## src/rtl/hs_sr_sched.sv

```systemverilog
// hs_sr_sched: symbol scheduler and load controller for the 10-bit hs_sr
// shift register. It arbitrates between a control-token source and a
// data-symbol source, and runs an 11-cycle frame (1 LOAD cycle, then SYM_W
// SHIFT cycles). While the link is enabled and no source is valid at the end
// of a frame, it loads an idle token so the serial line never goes quiet.
//
// Optional build macro: RR_ARB_EN. When it is defined, a tie between the two
// sources is broken round-robin. When it is undefined, ctrl always wins a tie.
//
// Ports:
//   clk, rst            clock (rising edge); synchronous active-high reset
//   enable              link enable, sampled only at arbitration points
//   ctrl_valid/ctrl_sym control token offer
//   ctrl_ready          comb; control token accepted this cycle
//   data_valid/data_sym data symbol offer
//   data_ready          comb; data symbol accepted this cycle
//   load_enable         registered; shift-register load strobe
//   parallel_in         registered; shift-register parallel load value
//   src                 registered; 00 idle fill, 01 data, 10 ctrl
//   bit_cnt             index of the bit on serial_out during SHIFT, else 0
//   busy                high whenever a frame is in flight
//   sym_done            comb; high in the last SHIFT cycle
module hs_sr_sched #(
    parameter int unsigned             SYM_W    = 10,
    parameter logic [SYM_W-1:0]        IDLE_SYM = 10'h354,
    parameter int unsigned             CNT_W    = 4
) (
    input  logic             clk,
    input  logic             rst,
    input  logic             enable,
    input  logic             ctrl_valid,
    input  logic [SYM_W-1:0] ctrl_sym,
    output logic             ctrl_ready,
    input  logic             data_valid,
    input  logic [SYM_W-1:0] data_sym,
    output logic             data_ready,
    output logic             load_enable,
    output logic [SYM_W-1:0] parallel_in,
    output logic [1:0]       src,
    output logic [CNT_W-1:0] bit_cnt,
    output logic             busy,
    output logic             sym_done
);

    localparam logic [1:0]       SRC_IDLE = 2'b00;
    localparam logic [1:0]       SRC_DATA = 2'b01;
    localparam logic [1:0]       SRC_CTRL = 2'b10;
    localparam logic [CNT_W-1:0] LAST_BIT = CNT_W'(SYM_W - 1);

    typedef enum logic [1:0] {
        ST_IDLE  = 2'd0,
        ST_LOAD  = 2'd1,
        ST_SHIFT = 2'd2
    } state_t;

    state_t             state_q, state_d;
    logic [SYM_W-1:0]   pin_q, pin_d;
    logic [1:0]         src_q, src_d;
    logic [CNT_W-1:0]   cnt_q, cnt_d;
    logic               le_q, le_d;
    logic               ctrl_win;
    logic               data_win;
    logic               last_bit;

`ifdef RR_ARB_EN
    // 1 = ctrl was the last real grant, 0 = data (reset value)
    logic               last_ctrl_q, last_ctrl_d;

    // On a tie, grant the source opposite the previous real grant
    assign ctrl_win = ctrl_valid && (!data_valid || !last_ctrl_q);
`else
    assign ctrl_win = ctrl_valid;
`endif
    assign data_win = data_valid && !ctrl_win;
    assign last_bit = (cnt_q == LAST_BIT);

    // Next-state, grant and handshake logic
    always_comb begin
        state_d    = state_q;
        pin_d      = pin_q;
        src_d      = src_q;
        cnt_d      = '0;
        le_d       = 1'b0;
        ctrl_ready = 1'b0;
        data_ready = 1'b0;
        sym_done   = 1'b0;
`ifdef RR_ARB_EN
        last_ctrl_d = last_ctrl_q;
`endif
        case (state_q)
            ST_IDLE: begin
                if (enable && (ctrl_win || data_win)) begin
                    ctrl_ready = ctrl_win;
                    data_ready = data_win;
                    pin_d      = ctrl_win ? ctrl_sym : data_sym;
                    src_d      = ctrl_win ? SRC_CTRL : SRC_DATA;
                    state_d    = ST_LOAD;
                    le_d       = 1'b1;
`ifdef RR_ARB_EN
                    last_ctrl_d = ctrl_win;
`endif
                end
            end
            ST_LOAD: begin
                state_d = ST_SHIFT;
            end
            ST_SHIFT: begin
                if (last_bit) begin
                    sym_done = 1'b1;
                    if (enable) begin
                        state_d = ST_LOAD;
                        le_d    = 1'b1;
                        if (ctrl_win || data_win) begin
                            ctrl_ready = ctrl_win;
                            data_ready = data_win;
                            pin_d      = ctrl_win ? ctrl_sym : data_sym;
                            src_d      = ctrl_win ? SRC_CTRL : SRC_DATA;
`ifdef RR_ARB_EN
                            last_ctrl_d = ctrl_win;
`endif
                        end else begin
                            // Idle fill keeps the link continuous
                            pin_d = IDLE_SYM;
                            src_d = SRC_IDLE;
                        end
                    end else begin
                        state_d = ST_IDLE;
                    end
                end else begin
                    cnt_d = cnt_q + CNT_W'(1);
                end
            end
            default: begin
                state_d = ST_IDLE;
            end
        endcase
    end

    // State and output registers
    always_ff @(posedge clk) begin
        if (rst) begin
            state_q <= ST_IDLE;
            pin_q   <= '0;
            src_q   <= SRC_IDLE;
            cnt_q   <= '0;
            le_q    <= 1'b0;
`ifdef RR_ARB_EN
            last_ctrl_q <= 1'b0;
`endif
        end else begin
            state_q <= state_d;
            pin_q   <= pin_d;
            src_q   <= src_d;
            cnt_q   <= cnt_d;
            le_q    <= le_d;
`ifdef RR_ARB_EN
            last_ctrl_q <= last_ctrl_d;
`endif
        end
    end

    assign load_enable = le_q;
    assign parallel_in = pin_q;
    assign src         = src_q;
    assign bit_cnt     = cnt_q;
    assign busy        = (state_q != ST_IDLE);

endmodule

```

## config.mk

```make
export PLATFORM = sky130hd
export DESIGN_NAME = hs_sr_sched
export DESIGN_NICKNAME = d
export VERILOG_FILES = /design/src/rtl/hs_sr_sched.sv
export SDC_FILE = /design/constraint.sdc
export NUM_CORES = 1
export LEC_CHECK = 0
export CORE_MARGIN = 4
export CORE_UTILIZATION = 30
export DETAILED_ROUTE_END_ITERATION = 16
export PLACE_DENSITY = 0.73
export SYNTH_ARGS = -nofsm -noshare
export SYNTH_HDL_FRONTEND = slang
export SYNTH_SLANG_ARGS = --single-unit
```

## constraint.sdc

```tcl
create_clock -name clk -period 2.74 [get_ports clk]
set_input_delay 0.548 -clock clk [delete_from_list [all_inputs] [get_ports clk]]
set_output_delay 0.548 -clock clk [all_outputs]
set_load 0.1 [all_outputs]
```

==> results of run 1 <==
==> cell type report <==
| class | instances | area, um^2 | share of cell area |
|---|---|---|---|
| timing repair buffer | 49 | 453 | 0.302 |
| inverter | 4 | 15.0 | 0.0100 |
| multi-input combinational | 69 | 559 | 0.372 |
| sequential | 19 | 393 | 0.262 |
| tap | 44 | 55.1 | 0.0367 |
| clock buffer | 4 | 26.3 | 0.0175 |
==> critical path, delay by kind of cell <==
family / cells / cell delay, ps
compound gates: 1 / 450
simple gates: 2 / 290
buf+inv: 2 / 740
==> report_power, final <==
group / switching (mW) / internal [mW]
Sequential: 0.0126 / 0.292
Combinational: 0.195 / 0.0983
Clock: 0.0831 / 0.0566
==> state kept, by name, indices dropped and copies added (netlist names) <==
name         flops
bit_cnt          4
load_enable      1
parallel_in     10
src              2
state_q          2
==> cells in the mapped netlist <==
cell type / instances
nand3b_4: 1
mux2i_1: 10
ha_1: 2
a22o_1: 1
dfxtp_1: 19
nand3_1: 1
clkbuf_1: 2
nor3_1: 6
a2111oi_1: 1
buf_6: 1
nor2_1: 7
buf_2: 1
nor2b_1: 6
or2_2: 1
nand3b_1: 1
xor2_1: 1
a211oi_1: 1
mux2_4: 1
mux2_2: 9
nor4b_2: 1
o21ai_0: 5
nor3b_1: 1
xnor2_1: 1
nand2_1: 6
a2111o_1: 1
nand2b_1: 2
a21oi_1: 1
or2b_1: 1
nor4_1: 1
inv_1: 4
==> metal layers <==
metal / up-vias / track usage / part of all wire
met5: - / 0 / 0
met4: 0 / 0.0554 / 0.0070
met3: 2 / 0.0457 / 0.082
met2: 34 / 0.202 / 0.48
met1: 377 / 0.145 / 0.43
li1: 434 / - / -
==> cells in the final DEF (no fill, tap or decap), drive strengths merged, types with 4 or more instances in the layout <==
cell and count:
inv 4, nor2 7, o21ai 5, clkdlybuf4s50 24
buf 25, nor2b 6, dfxtp 19, nor3 6
clkbuf 4, mux2i 10, nand2 6, mux2 10
==> path summary, 6_finish.rpt <==
| path | start | endpoint | cells past startpoint |
|---|---|---|---|
| setup reg to reg | bit_cnt[1] | src[0] | 6 |
| hold / removal | src[0] | src[0] | 2 |
| hold reg to reg | src[0] | src[0] | 2 |
| setup / recovery | data_valid | data_ready | 5 |
==> through the flow <==
stage | cell area, um^2 | utilization | std cells
6_report | 1500 | 0.492 | 189
3_3_place_gp | 1480 | 0.483 | 185
3_5_place_dp | 1480 | 0.483 | 185
5_1_grt | 1500 | 0.492 | 189
4_1_cts | 1500 | 0.492 | 189
2_1_floorplan | 991 | - | 96
==> cell families after synthesis <==
group	Yosys count
and+or+nand+nor	35
muxes	20
DFF	19
AOI/OAI and AO/OA	10
buffers and inverters	8
xor gates and xnor gates	2
adders and majority gates	2
==> impl_metrics.ini, run 1 <==
[run_status]
outcome = finished, final reports clean

[clocking]
htreeDepth = 1
clkTransAtPathRegs_ps = 110
cts_buffer_depth = 2
post_cts_buffers = 0
numCtsBuffers = 3
hold_buffers = 0
cts.repair.resized = 0
cts_tree = built
clkSinkCount = 19
cts_root_buf = clkbuf_4
insertion_delay_ps = 290

[detailed_routing]
first_pass_iters = 4
routed_wl_mm = 2.41
antenna_left = 0
via_per_inst = 4.48
drtIter0Drc = 16
drc = 0
vias = 847
avgRoutedWirePerCell_um = 12.8

[timing]
setup_viol = 0
setup_ws_ps = 154
period_needed_ps = 2590
finalHoldViolCount = 0
skew_ps = 2.45
fin_crit_sh = 0.944
holdWs_ps = 467
slew_headroom = 0.754
clock.fmax_mhz = 387
setup_tns_ps = 0
slew_violations = 0
tightest_slew_ps = 368
rsz0062_at_grt = false

[final_layout]
nFillCells = 316
syn_to_final_growth_pct = 58.1
drive_above_1_share = 0.331
num_antenna_cells = 0
nets = 173

[flow_run]
maxCapViolations = 0

[global_route]
grt_pass1_wl_mm = 4.05
grt_max_degree = 15
grt_antenna_before_repair = 0
grt_pass1_vias = 868
overflow = 0
grt_usage = 0.124

[power]
finalPower_uw = 737
power_density_nw_per_um2 = 491
p_leak_nw = 0.673
ir_worst_vdd_uv = 139

[synth]
synth_top_family_by_area = multiplexers
synth_cells = 96
netlist_area_um2 = 950
ys_ff_latch = 19
synth_compound_area_frac = 0.0711
syn_nets = 123
synth.distinct_cells = 30
avgSynthCellArea_um2 = 9.89
synth_top_area_frac = 0.401
seq_area_frac_synth = 0.401
muxShareOfSynthArea = 0.228
synth_warnings = 0
synth_largest_area_cell = dfxtp_1
synth-adder-area-share = 0.0264
synthTopCellsByArea = dfxtp_1, mux2_2, mux2i_1
synthSimpleGateAreaFrac = 0.215
synth_xor_area_frac = 0.0184

[place]
port_buffers = 45
pre_cts_ws_ps = 144
hpwl_mm = 1.88
gp_routability_congestion = 0.679

[die]
coreArea_um2 = 3050
io_pins = 46
die_width_um = 64.3
start_util = 0.311
row_count = 20
die-area_um2 = 4130
die_height_um = 64.3

[critical_path]
path_cells = clkdlybuf4s50_1 -> nor3_1 -> a2111o_1 -> nor3b_4 -> buf_12
slowest_delay_ps = 540
path_class = in -> out
crit_slowest_cell = clkdlybuf4s50_1
end_kind = output port
regToRegSetupSlack_ps = 880
worstPathRequired_ps = 2190
cp_max_fo = 4
arrival_ps = 2040
worstSetupStartpointType = primary input

[worst_hold_path]
hold_class = reg -> reg
Power figures use the tool's default switching activity.
==> run 2: changes to the inputs <==
- CORE_UTILIZATION: 30 -> 40
- PLACE_DENSITY: 0.73 -> 0.9
==> run 2 against run 1 <==
  * Combinational power about the same
  * Global-route usage increased by 3.2 points
  * Utilization increased by 17 points
  * Critical endpoint unchanged
  * Sequential power about the same
  * Critical path type unchanged
  * Clock skew decreased by 0.63 ps
==> impl_metrics.ini, run 2 (synthesized netlist as in run 1, its figures left out) <==
[timing]
skew_ps = 1.81
period_needed_ps = 2620
finalHoldViolCount = 0
clock.fmax_mhz = 381
tightest_slew_ps = 376
slew_headroom = 0.749
slew_violations = 0
fin_crit_sh = 0.957
rsz0062_at_grt = false
holdWs_ps = 474
setup_viol = 0
setup_ws_ps = 117

[final_layout]
finalNonFillerCells = 173
largest_reg_flops = 10
final_cell_mix = clkdlybuf4s50_1, buf_4, dfxtp_1
syn_to_final_growth_pct = 56.1
design_area_um2 = 1480
mostFrequentLayoutCell = clkdlybuf4s50_1
num_antenna_cells = 0
nets = 173
drive_above_1_share = 0.338
nFillCells = 173

[place]
dp.cells = 169
pre_cts_ws_ps = 118
gp_routability_congestion = 0.681
port_buffers = 45
placed_area_um2 = 1460
hpwl_mm = 1.86

[critical_path]
path_delay_family = buffers and inverters
slowest_delay_ps = 540
cp_num_buf_inv = 2
arrival_ps = 2080
path_cells = clkdlybuf4s50_1 -> nor3_1 -> a2111o_1 -> nor3b_4 -> buf_12
reg2reg_depth = 6
worstSetupStartpointType = primary input
crit_slowest_cell = clkdlybuf4s50_1
end_kind = output port
cp_max_fo = 4
worstPathRequired_ps = 2190
path_class = in -> out
cp.depth = 5

[detailed_routing]
drc = 0
vias = 876
first_pass_iters = 4
via_per_inst = 5.06
drtIter0Drc = 3
antenna_left = 0
avgRoutedWirePerCell_um = 13.3
routed_wl_mm = 2.30

[run_status]
outcome = finished, final reports clean

[clocking]
cts.repair.resized = 0
clkTransAtPathRegs_ps = 110
htreeDepth = 1
hold_buffers = 0
clkSinkCount = 19
numCtsBuffers = 3
post_cts_buffers = 0
cts_tree = built
cts_root_buf = clkbuf_4
cts_buffer_depth = 2
insertion_delay_ps = 300

[global_route]
overflow = 0
grt_pass1_wl_mm = 3.94
grt_pass1_vias = 922
grt_usage = 0.156
grt_antenna_before_repair = 0
grt_max_degree = 15

[worst_hold_path]
hold_class = reg -> reg
holdPathStages = 1

[flow_run]
maxCapViolations = 0

[die]
io_pins = 46
die-area_um2 = 3220
die_height_um = 56.7
row_count = 17
coreArea_um2 = 2230
die_width_um = 56.7
start_util = 0.425

[power]
power_density_nw_per_um2 = 501
ir_worst_vdd_uv = 395
p_leak_nw = 0.675
finalPower_uw = 743
## run 2: changes by cell type in the layout (fill, tap and decap cells not counted)
cell      previous run  this run
clkbuf_1             1         0
clkinv_2             0         1
## run 2: per-stage QoR
stage | TNS [ps] | utilization
global placement | 0 | 0.652
global route | 0 | 0.664
floorplan | -146 | -
detailed placement | 0 | 0.652
finish | 0 | 0.664
CTS | 0 | 0.664
## run 2: path summary, 6_finish.rpt
check / slack (ps) / start / endpoint
setup / recovery: 120 / data_valid / data_ready
setup reg to reg: 870 / bit_cnt[1] / src[0]
hold / removal: 470 / bit_cnt[0] / bit_cnt[0]
hold reg to reg: 470 / bit_cnt[0] / bit_cnt[0]
## run 2: power by group
group          internal [mW]  switching [mW]  total (mW)
Sequential             0.292          0.0130       0.305
Clock                 0.0545          0.0906       0.145
Combinational         0.0983           0.194       0.293
Total                  0.445           0.298       0.743
## run 2: layout make-up
type                            count  area (um^2)  area share
Multi-Input combinational cell     69          559       0.377
Timing Repair Buffer               49          453       0.305
Sequential cell                    19          393       0.265
Tap cell                           28         35.0      0.0236
Clock buffer                        3         22.5      0.0152
Inverter                            4         15.0      0.0101
Clock inverter                      1         5.00     0.00338
## run 2: layer usage
layer | share of wire | GRT usage
met1 | 0.41 | 0.158
met2 | 0.46 | 0.269
met3 | 0.099 | 0.0621
met4 | 0.028 | 0.0881
met5 | 0 | 0
